==> src/rtl/fpu_decode_pkg.sv <==
// Shared types for the 8087 ESC-instruction decode queue: decoded bundle layout
// and the memory operand size codes produced by the decoder.
package fpu_decode_pkg;

    localparam logic [4:0] ESC_PREFIX = 5'b11011;

    localparam logic [1:0] SIZE_16 = 2'd0;
    localparam logic [1:0] SIZE_32 = 2'd1;
    localparam logic [1:0] SIZE_64 = 2'd2;
    localparam logic [1:0] SIZE_80 = 2'd3;

    typedef struct packed {
        logic [7:0] opcode;
        logic [2:0] stack_index;
        logic       has_memory_op;
        logic       has_pop;
        logic       has_push;
        logic [1:0] operand_size;
        logic       is_integer;
        logic       is_bcd;
        logic       uses_st0_sti;
        logic       uses_sti_st0;
        logic       illegal;
    } decoded_t;

    localparam int DECODED_W = $bits(decoded_t);

endpackage

==> src/rtl/fpu_decode_queue_decoder.sv <==
// FPU_Instruction_Decoder: combinational 8087 ESC decode of opcode byte + ModR/M.
// Fields of an encoding reported invalid are informational only.
module FPU_Instruction_Decoder
    import fpu_decode_pkg::*;
(
    input  logic        enable,
    input  logic [15:0] instruction,
    output logic [7:0]  opcode,
    output logic [2:0]  stack_index,
    output logic        has_memory_op,
    output logic        has_pop,
    output logic        has_push,
    output logic [1:0]  operand_size,
    output logic        is_integer,
    output logic        is_bcd,
    output logic        uses_st0_sti,
    output logic        uses_sti_st0,
    output logic        decode_valid
);
    logic [2:0] esc;
    logic [2:0] reg_field;
    logic [2:0] rm;
    logic       is_reg;

    assign esc       = instruction[10:8];
    assign reg_field = instruction[5:3];
    assign rm        = instruction[2:0];
    assign is_reg    = (instruction[7:6] == 2'b11);

    // Internal opcode is {register form, ESC group, ModR/M reg, 0}.
    always_comb begin
        opcode        = '0;
        stack_index   = '0;
        has_memory_op = 1'b0;
        has_pop       = 1'b0;
        has_push      = 1'b0;
        operand_size  = SIZE_16;
        is_integer    = 1'b0;
        is_bcd        = 1'b0;
        uses_st0_sti  = 1'b0;
        uses_sti_st0  = 1'b0;
        decode_valid  = 1'b0;
        if (enable && instruction[15:11] == ESC_PREFIX) begin
            decode_valid = 1'b1;
            opcode       = {is_reg, esc, reg_field, 1'b0};
            if (is_reg) begin
                stack_index = rm;
                case (esc)
                    3'd0: uses_st0_sti = 1'b1;
                    3'd1: begin
                        has_push = (reg_field == 3'd0) || (reg_field == 3'd5);
                        if (reg_field == 3'd3 || (reg_field == 3'd5 && rm == 3'd7))
                            decode_valid = 1'b0;
                    end
                    3'd3: decode_valid = (reg_field == 3'd4);
                    3'd4: uses_sti_st0 = 1'b1;
                    3'd5: begin
                        has_pop      = (reg_field == 3'd3);
                        decode_valid = (reg_field == 3'd0) || (reg_field == 3'd2) || (reg_field == 3'd3);
                    end
                    3'd6: begin
                        uses_sti_st0 = 1'b1;
                        has_pop      = 1'b1;
                        decode_valid = (reg_field != 3'd2);
                    end
                    default: decode_valid = 1'b0;
                endcase
            end else begin
                has_memory_op = 1'b1;
                // Odd ESC groups use reg 0 as load and reg 3 as store-and-pop.
                if (esc[0]) begin
                    has_push = (reg_field == 3'd0);
                    has_pop  = (reg_field == 3'd3);
                end
                case (esc)
                    3'd0: operand_size = SIZE_32;
                    3'd1: begin
                        operand_size = (reg_field == 3'd0 || reg_field == 3'd2 || reg_field == 3'd3) ? SIZE_32 : SIZE_16;
                        decode_valid = (reg_field != 3'd1);
                    end
                    3'd2: begin
                        operand_size = SIZE_32;
                        is_integer   = 1'b1;
                    end
                    3'd3: begin
                        case (reg_field)
                            3'd0, 3'd2, 3'd3: begin
                                operand_size = SIZE_32;
                                is_integer   = 1'b1;
                            end
                            3'd5: begin
                                operand_size = SIZE_80;
                                has_push     = 1'b1;
                            end
                            3'd7: begin
                                operand_size = SIZE_80;
                                has_pop      = 1'b1;
                            end
                            default: decode_valid = 1'b0;
                        endcase
                    end
                    3'd4: operand_size = SIZE_64;
                    3'd5: begin
                        operand_size = (reg_field == 3'd0 || reg_field == 3'd2 || reg_field == 3'd3) ? SIZE_64 : SIZE_16;
                        decode_valid = (reg_field != 3'd1) && (reg_field != 3'd5);
                    end
                    3'd6: begin
                        operand_size = SIZE_16;
                        is_integer   = 1'b1;
                    end
                    default: begin
                        case (reg_field)
                            3'd0, 3'd2, 3'd3: is_integer = 1'b1;
                            3'd4: begin
                                operand_size = SIZE_80;
                                is_bcd       = 1'b1;
                                has_push     = 1'b1;
                            end
                            3'd5: begin
                                operand_size = SIZE_64;
                                is_integer   = 1'b1;
                                has_push     = 1'b1;
                            end
                            3'd6: begin
                                operand_size = SIZE_80;
                                is_bcd       = 1'b1;
                                has_pop      = 1'b1;
                            end
                            3'd7: begin
                                operand_size = SIZE_64;
                                is_integer   = 1'b1;
                                has_pop      = 1'b1;
                            end
                            default: decode_valid = 1'b0;
                        endcase
                    end
                endcase
            end
        end
    end

endmodule

==> src/rtl/fpu_decode_queue.sv <==
// Handshaked queue of decoded 8087 ESC instructions between CPU and FPU sequencer.
// Define FPU_DECODE_QUEUE_STATS_EN to add saturating accepted/illegal counters.
module fpu_decode_queue
    import fpu_decode_pkg::*;
#(
    parameter int DEPTH = 4,
    parameter int TAG_W = 4
) (
    input  logic                       clk,
    input  logic                       reset,
    input  logic                       flush,
    input  logic                       in_valid,
    output logic                       in_ready,
    input  logic [15:0]                in_instr,
    input  logic [TAG_W-1:0]           in_tag,
    output logic                       out_valid,
    input  logic                       out_ready,
    output logic [7:0]                 out_opcode,
    output logic [2:0]                 out_stack_index,
    output logic                       out_has_memory_op,
    output logic                       out_has_pop,
    output logic                       out_has_push,
    output logic [1:0]                 out_operand_size,
    output logic                       out_is_integer,
    output logic                       out_is_bcd,
    output logic                       out_uses_st0_sti,
    output logic                       out_uses_sti_st0,
    output logic                       out_illegal,
    output logic [TAG_W-1:0]           out_tag,
    output logic [$clog2(DEPTH+1)-1:0] count
`ifdef FPU_DECODE_QUEUE_STATS_EN
    ,
    output logic [15:0]                stat_accepted,
    output logic [15:0]                stat_illegal
`endif
);
    localparam int PW = $clog2(DEPTH);
    localparam int CW = $clog2(DEPTH+1);
    localparam logic [CW-1:0] FULL_COUNT = CW'(DEPTH);
    localparam logic [CW-1:0] ONE_C = 1;
    localparam logic [PW-1:0] ONE_P = 1;

    logic [PW-1:0]        wptr, rptr;
    logic                 push, pop;
    logic                 dec_valid;
    decoded_t             dec, head;
    logic [DECODED_W-1:0] bundle_mem [DEPTH];
    logic [TAG_W-1:0]     tag_mem [DEPTH];

    FPU_Instruction_Decoder u_decoder (
        .enable        (1'b1),
        .instruction   (in_instr),
        .opcode        (dec.opcode),
        .stack_index   (dec.stack_index),
        .has_memory_op (dec.has_memory_op),
        .has_pop       (dec.has_pop),
        .has_push      (dec.has_push),
        .operand_size  (dec.operand_size),
        .is_integer    (dec.is_integer),
        .is_bcd        (dec.is_bcd),
        .uses_st0_sti  (dec.uses_st0_sti),
        .uses_sti_st0  (dec.uses_sti_st0),
        .decode_valid  (dec_valid)
    );
    assign dec.illegal = !dec_valid;

    assign in_ready  = (count != FULL_COUNT) && !flush;
    assign out_valid = (count != '0);
    assign push      = in_valid && in_ready;
    assign pop       = out_valid && out_ready && !flush;

    // Flush wins over any same-cycle push or pop.
    always_ff @(posedge clk or posedge reset) begin
        if (reset) begin
            wptr  <= '0;
            rptr  <= '0;
            count <= '0;
        end else if (flush) begin
            wptr  <= '0;
            rptr  <= '0;
            count <= '0;
        end else begin
            if (push) wptr <= wptr + ONE_P;
            if (pop)  rptr <= rptr + ONE_P;
            case ({push, pop})
                2'b10:   count <= count + ONE_C;
                2'b01:   count <= count - ONE_C;
                default: count <= count;
            endcase
        end
    end

    always_ff @(posedge clk) begin
        if (push) begin
            bundle_mem[wptr] <= dec;
            tag_mem[wptr]    <= in_tag;
        end
    end

    // Storage is never cleared, so the head is masked to zero while empty.
    assign head    = out_valid ? decoded_t'(bundle_mem[rptr]) : '0;
    assign out_tag = out_valid ? tag_mem[rptr] : '0;

    assign out_opcode        = head.opcode;
    assign out_stack_index   = head.stack_index;
    assign out_has_memory_op = head.has_memory_op;
    assign out_has_pop       = head.has_pop;
    assign out_has_push      = head.has_push;
    assign out_operand_size  = head.operand_size;
    assign out_is_integer    = head.is_integer;
    assign out_is_bcd        = head.is_bcd;
    assign out_uses_st0_sti  = head.uses_st0_sti;
    assign out_uses_sti_st0  = head.uses_sti_st0;
    assign out_illegal       = head.illegal;

`ifdef FPU_DECODE_QUEUE_STATS_EN
    always_ff @(posedge clk or posedge reset) begin
        if (reset) begin
            stat_accepted <= '0;
            stat_illegal  <= '0;
        end else if (push) begin
            if (stat_accepted != 16'hFFFF) stat_accepted <= stat_accepted + 16'd1;
            if (!dec_valid && stat_illegal != 16'hFFFF) stat_illegal <= stat_illegal + 16'd1;
        end
    end
`endif

endmodule

==> config.mk <==
export PLATFORM = sky130hd
export DESIGN_NAME = fpu_decode_queue
export DESIGN_NICKNAME = d
export VERILOG_FILES = /design/src/rtl/fpu_decode_pkg.sv /design/src/rtl/fpu_decode_queue_decoder.sv /design/src/rtl/fpu_decode_queue.sv
export SDC_FILE = /design/constraint.sdc
export NUM_CORES = 1
export LEC_CHECK = 0
export CAP_MARGIN = 20
export CORE_ASPECT_RATIO = 1.4
export CORE_MARGIN = 10
export CORE_UTILIZATION = 30
export DETAILED_ROUTE_END_ITERATION = 16
export PLACE_DENSITY_LB_ADDON = 0.2
export SYNTH_ARGS = -nofsm -noshare
export SYNTH_HDL_FRONTEND = slang
export SYNTH_SLANG_ARGS = --single-unit
==> constraint.sdc <==
create_clock -name clk -period 2.1 [get_ports clk]
set_clock_uncertainty 0.15 [all_clocks]
set_input_delay 0.63 -clock clk [delete_from_list [all_inputs] [get_ports clk]]
set_output_delay 0.63 -clock clk [all_outputs]
set_load 0.03 [all_outputs]
==> results of run 1 <==
[state kept, by name (all words and copies together) (netlist names)]
signal / count
bundle_mem: 80
count: 3
rptr: 2
tag_mem: 16
wptr: 2
[cells in the final DEF (no fill, tap or decap), drive strengths merged, types with 3 or more instances in the layout]
cell type / instances
clkinv: 3
edfxtp: 96
buf: 86
inv: 13
a21oi: 7
nor2b: 3
mux4: 24
and2: 36
nand2: 12
nor2: 11
xor2: 3
nand2b: 4
o21ai: 5
and3: 3
nand3: 3
clkdlybuf4s50: 17
dfrtp: 7
dlymetal6s2s: 6
dlygate4sd2: 3
ha: 4
clkbuf: 9
[power breakdown]
part | internal, W | switching, W
clock | 0.000831 | 0.000760
combinational | 0.00180 | 0.00156
sequential | 0.00236 | 0.0000511
[critical path, stage by stage, from the launching register on]
cell	delay, ns
dfrtp_2	0.41
buf_12	0.18
mux4_2	0.56
and2_4	0.19
buf_12	0.13
[metrics by stage]
step	instances	total power, W
floorplan	282	0.004291
global placement	568	0.005706
detailed placement	568	0.005709
CTS	585	0.007492
global route	584	0.007729
finish	584	0.007367
[worst max-delay path by stage]
| stage | start | end | depth (start not counted) |
|---|---|---|---|
| 4_1_cts | rptr[0] | out_has_push | 4 |
| 2_1_floorplan | count[2] | out_opcode[1] | 5 |
| 6_report | rptr[0] | out_has_push | 4 |
| 3_3_place_gp | in_instr[15] | bundle_mem[0][3] | 6 |
| 3_5_place_dp | in_instr[15] | bundle_mem[1][3] | 6 |
| 5_1_grt | rptr[0] | out_has_push | 4 |
[layer usage]
| layer | up-vias | wire (um) |
|---|---|---|
| li1 | 1284 | - |
| met1 | 1349 | 4014 |
| met2 | 55 | 5369 |
| met3 | 6 | 385 |
| met4 | 0 | 121 |
| met5 | - | 0 |
[kinds of logic (layout without fill, tap and decap cells)]
group           Yosys count  after routing  share of synthesized area, %
flops                   103            103                         66.47
simple gates             86             86                         11.23
fa+ha+maj                 5              5                         1.523
xor+xnor                  4              4                        0.9249
other cells               1              1                       0.08151
mux                      28             28                         12.67
buf+inv                  28            138                         2.964
compound gates           27             27                         4.134
[repair_timing]
action,in CTS,in global routing
gates resized for setup,27,20
endpoints found under the hold margin,0,0
setup buffers,1,1
pin swaps,2,6
setup endpoints to repair,41,111
[area by class of cell]
| class | count | area, um2 | area share, % |
|---|---|---|---|
| Sequential cell | 103 | 3063 | 47.61 |
| Multi-Input combinational cell | 151 | 1541 | 23.96 |
| Timing Repair Buffer | 113 | 1267 | 19.70 |
| Tap cell | 192 | 240.2 | 3.734 |
| Clock buffer | 9 | 225.2 | 3.501 |
| Clock inverter | 7 | 62.56 | 0.9724 |
| Inverter | 9 | 33.78 | 0.5251 |
==> flow_summary.ini, run 1 <==
[power]
leakage_nw = 2.425
peakVddDrop_uv = 937.5
p_per_area_nw_per_um2 = 1145

[drt]
dr.first_iter.drc_count = 124
drc_errors = 0
wire_per_inst_um = 16.94
drtAntennaViolNets = 0
via_count = 2694
totalWireLength_mm = 9.891
via_per_inst = 4.613
drtPass1Iterations = 4

[worst_setup_path]
required_ns = 1.32
reg2reg_to = count[1]
crit_path_max_fanout = 13
rr_worst_depth = 7
worst-setup-path-type = reg2out
regToRegStartpoint = count[0]
cp.arrival_ns = 1.81
rrSetupSlack_ns = 0.06
cp-start-kind = register
cp-end-kind = output pin

[clock_network]
htree_levels = 3
clkTransAtPathRegs_ns = 0.07
cts_hold_buf = 0
cts.sink_count = 103
clock_latency_ns = 0.34
clockBufferDepth = 2
cts_buffers = 9
cts_tree = done
root_buffer = clkbuf_16

[yosys]
ys_types = 51
yosysMostFrequentCell = edfxtp_1
synth_top_area_share_pct = 62.66
syn_nets = 312
synth.area.top_cells = edfxtp_1 63%, mux4_2 12%, and2_1 4.8%
netlist_area_um2 = 4601
async_reset_ff_share_pct = 6.796
synth_edf_count = 96
synth_cells = 282
synth.avg_cell_area_um2 = 16.31
ys.flop_type = edfxtp_1
synth_top_area_cell = edfxtp_1
synth.cells.most_frequent = 96 x edfxtp_1, 35 x and2_1, 24 x mux4_2
synth_warnings = 0
ys_ff_latch = 103
synth-seq-area-share_pct = 66.47

[grt]
grt_max_degree = 28
grt_usage_pct = 9.916
met1_usage_pct = 11.41
grt-ovfl-total = 0
antenna_found_initial = 0
grt_pass1_vias = 2972
gr-usage-met3_pct = 1.970
grt_use_met2_pct = 17.35
grt_pass1_wl_mm = 16.34
grt_most_used_layer = met2

[timing]
fmax_mhz = 386.1
whs_ns = 0.3925
final_max_slew_viol_count = 0
layout_worst_path_cycle_share_pct = 123.3
tns_ns = -10.78
hold_viol_final = 0
setup_violations = 25
fin_crit_ns = 2.590
rsz0062_at_grt = true
finalWorstSetupSlack_ns = -0.4901

[layout]
antenna_cells = 0
final_core_util_pct = 42.74
drive_gt1_share_pct = 45.15
final_area_um2 = 6434
fillers = 1369
nets = 417
area_delta_synth_final_pct = 39.84

[floorplanning]
core_um2 = 15050
start_util_pct = 30.56
dieArea_um2 = 20760
die_x_um = 124.7
die_h_um = 166.5
rows = 53
io-pin-count = 55

[run_status]
status = complete, but fails checks
violations = setup timing

[placement]
place_hpwl_mm = 7.095
port_buffers = 53
gp_congestion = 0.7869
place_area_um2 = 6005
pre_cts_slack_ns = -0.4730

[min_path]
hold_path.class = in2async

[flow_run]
cap_violations = 0
(Power assumes the default switching activity.)
==> inputs of run 2 (changes only) <==
clock period = 3.2 ns   (was 2.1 ns; I/O delays follow)
==> run 2 against run 1 <==
The flow now finishes without violations. Cell count down 6.5%. Combinational power down 54%. Sequential cell count unchanged. Die area unchanged. Worst hold slack better by 0.058 ns. Utilization down 4.8 points. Design area down 11%. Power down 44%. First-iteration DRC count up 31%.
==> flow_summary.ini, run 2 (synthesis results as in run 1) <==
[timing]
worst_pin_slew_ns = 0.4924
layout_worst_path_cycle_share_pct = 97.42
hold_viol_final = 0
fmax_mhz = 320.8
relSlewSlack_pct = 66.95
setup_violations = 0
fin_crit_ns = 3.117
finalWorstSetupSlack_ns = 0.08271
rsz0062_at_grt = true
final_max_slew_viol_count = 0
tns_ns = 0

[drt]
via_per_inst = 4.745
wire_per_inst_um = 17.82
drtPass1Iterations = 4
via_count = 2591
dr.first_iter.drc_count = 163
totalWireLength_mm = 9.732
drc_errors = 0
drtAntennaViolNets = 0

[worst_setup_path]
cp.arrival_ns = 2.01
worst-setup-path-type = reg2out
required_ns = 2.09
rr_worst_depth = 7
cp-end-kind = output pin
regToRegStartpoint = count[1]
reg2reg_to = count[2]
crit_path_max_fanout = 11
rrSetupSlack_ns = 1.04
cp-start-kind = register

[grt]
grt_max_degree = 25
grt_pass1_wl_mm = 15.39
grt_pass1_vias = 2796
grt_usage_pct = 9.424
grt-ovfl-total = 0
antenna_found_initial = 0

[min_path]
min_from = wptr[0]
min_path_cells = 1
hold_path.class = reg2reg
hold_end = wptr[0]

[power]
p_clk_share_pct = 24.2
leakage_nw = 2.041
p_sw_w = 0.001387
share_seq_of_total_power_pct = 38.2
p_per_area_nw_per_um2 = 724.5
swShare_pct = 33.54
internal-power_w = 0.002750
peakVddDrop_uv = 319.2
pwr-share-comb_pct = 37.6

[layout]
seqCellArea_um2 = 3058
antenna_cells = 0
reg.largest.list = bundle_mem (80), tag_mem (16), count (3)
final_cell_mix = 96 x edfxtp_1, 36 x buf_4, 35 x and2_1
largest_register_ff_count = 80
multiInputGateArea_um2 = 1411
fillers = 1399
final_area_um2 = 5710
area_delta_synth_final_pct = 24.12
drive_gt1_share_pct = 24.58
final_core_util_pct = 37.94
mostFrequentLayoutCell = edfxtp_1
top_register = bundle_mem
nets = 379
final_cells = 546

[flow_run]
cap_violations = 0

[clock_network]
htree_levels = 3
cts.repair.resized = 9
cts_hold_buf = 0
cts_tree = done
post-cts-setup-buffers = 0
clkTransAtPathRegs_ns = 0.07
cts_buffers = 9
root_buffer = clkbuf_16
clockBufferDepth = 2
clock_latency_ns = 0.33
cts.sink_count = 103

[run_status]
status = finished, final reports clean

[floorplanning]
rows = 53
io-pin-count = 55
start_util_pct = 30.56
die_x_um = 124.7
dieArea_um2 = 20760
core_um2 = 15050
die_h_um = 166.5

[placement]
port_buffers = 53
pre_cts_slack_ns = 0.1638
place_inst = 530
place_area_um2 = 5436
place_hpwl_mm = 6.762
gp_congestion = 0.7421
-- run 2: changes by cell type in the layout (fill, tap and decap cells not counted), moves of 3 or more --
| cell | change |
|---|---|
| buf_6 | -11 |
| buf_12 | -19 |
| clkinvlp_4 | +3 |
| dfrtp_1 | +4 |
| buf_4 | -14 |
| and2_1 | +29 |
| clkdlybuf4s50_1 | +10 |
| and2_4 | -28 |
| dfrtp_2 | -4 |
| dlygate4sd2_1 | +4 |
| dlymetal6s2s_1 | -6 |
-- run 2: area by class of cell --
type	instances	area share (%)
Clock buffer	10	4.010
Timing Repair Buffer	75	12.14
Clock inverter	6	0.7888
Sequential cell	103	53.55
Inverter	9	0.5916
Tap cell	192	4.207
Multi-Input combinational cell	151	24.72
-- run 2: worst max path at each step --
stage	start	slack, ns	cells after the start	endpoint
2_1_floorplan	count[2]	0.38	5	out_opcode[1]
3_3_place_gp	in_instr[4]	0.16	5	bundle_mem[0][0]
3_5_place_dp	in_instr[4]	0.16	5	bundle_mem[1][0]
4_1_cts	rptr[0]	0.02	5	out_has_memory_op
5_1_grt	rptr[0]	-0.01	5	out_has_memory_op
6_report	rptr[0]	0.08	5	out_is_bcd
-- run 2: per-stage QoR --
step / power [W] / hold slack [ns]
after floorplan: 0.002652 / 0.4046
after global placement: 0.003227 / 0.4327
after detailed placement: 0.003233 / 0.4395
after CTS: 0.004218 / 0.4562
after global routing: 0.004356 / 0.4922
final: 0.004137 / 0.4501
-- run 2: worst max-delay path: stages (launching register included) --
cell,delay (ns)
dfrtp_1,0.32
buf_4,0.21
buf_6,0.23
mux4_2,0.53
and2_1,0.20
buf_4,0.17
-- run 2: power groups by stage --
stage / Combinational, W / Sequential (W) / Clock (W)
after floorplan: 0.00102 / 0.00163 / 0
after global placement: 0.00162 / 0.00161 / 0
after detailed placement: 0.00162 / 0.00161 / 0
after CTS: 0.00161 / 0.00158 / 0.00103
after global routing: 0.00169 / 0.00159 / 0.00108
final: 0.00156 / 0.00158 / 0.00100
-- run 2: metal layers --
| layer | part of all wire (%) | track usage (%) |
|---|---|---|
| met5 | 0 | 0 |
| met4 | 1.7 | 4.114 |
| met3 | 3.6 | 2.033 |
| met2 | 54 | 16.82 |
| met1 | 41 | 10.48 |
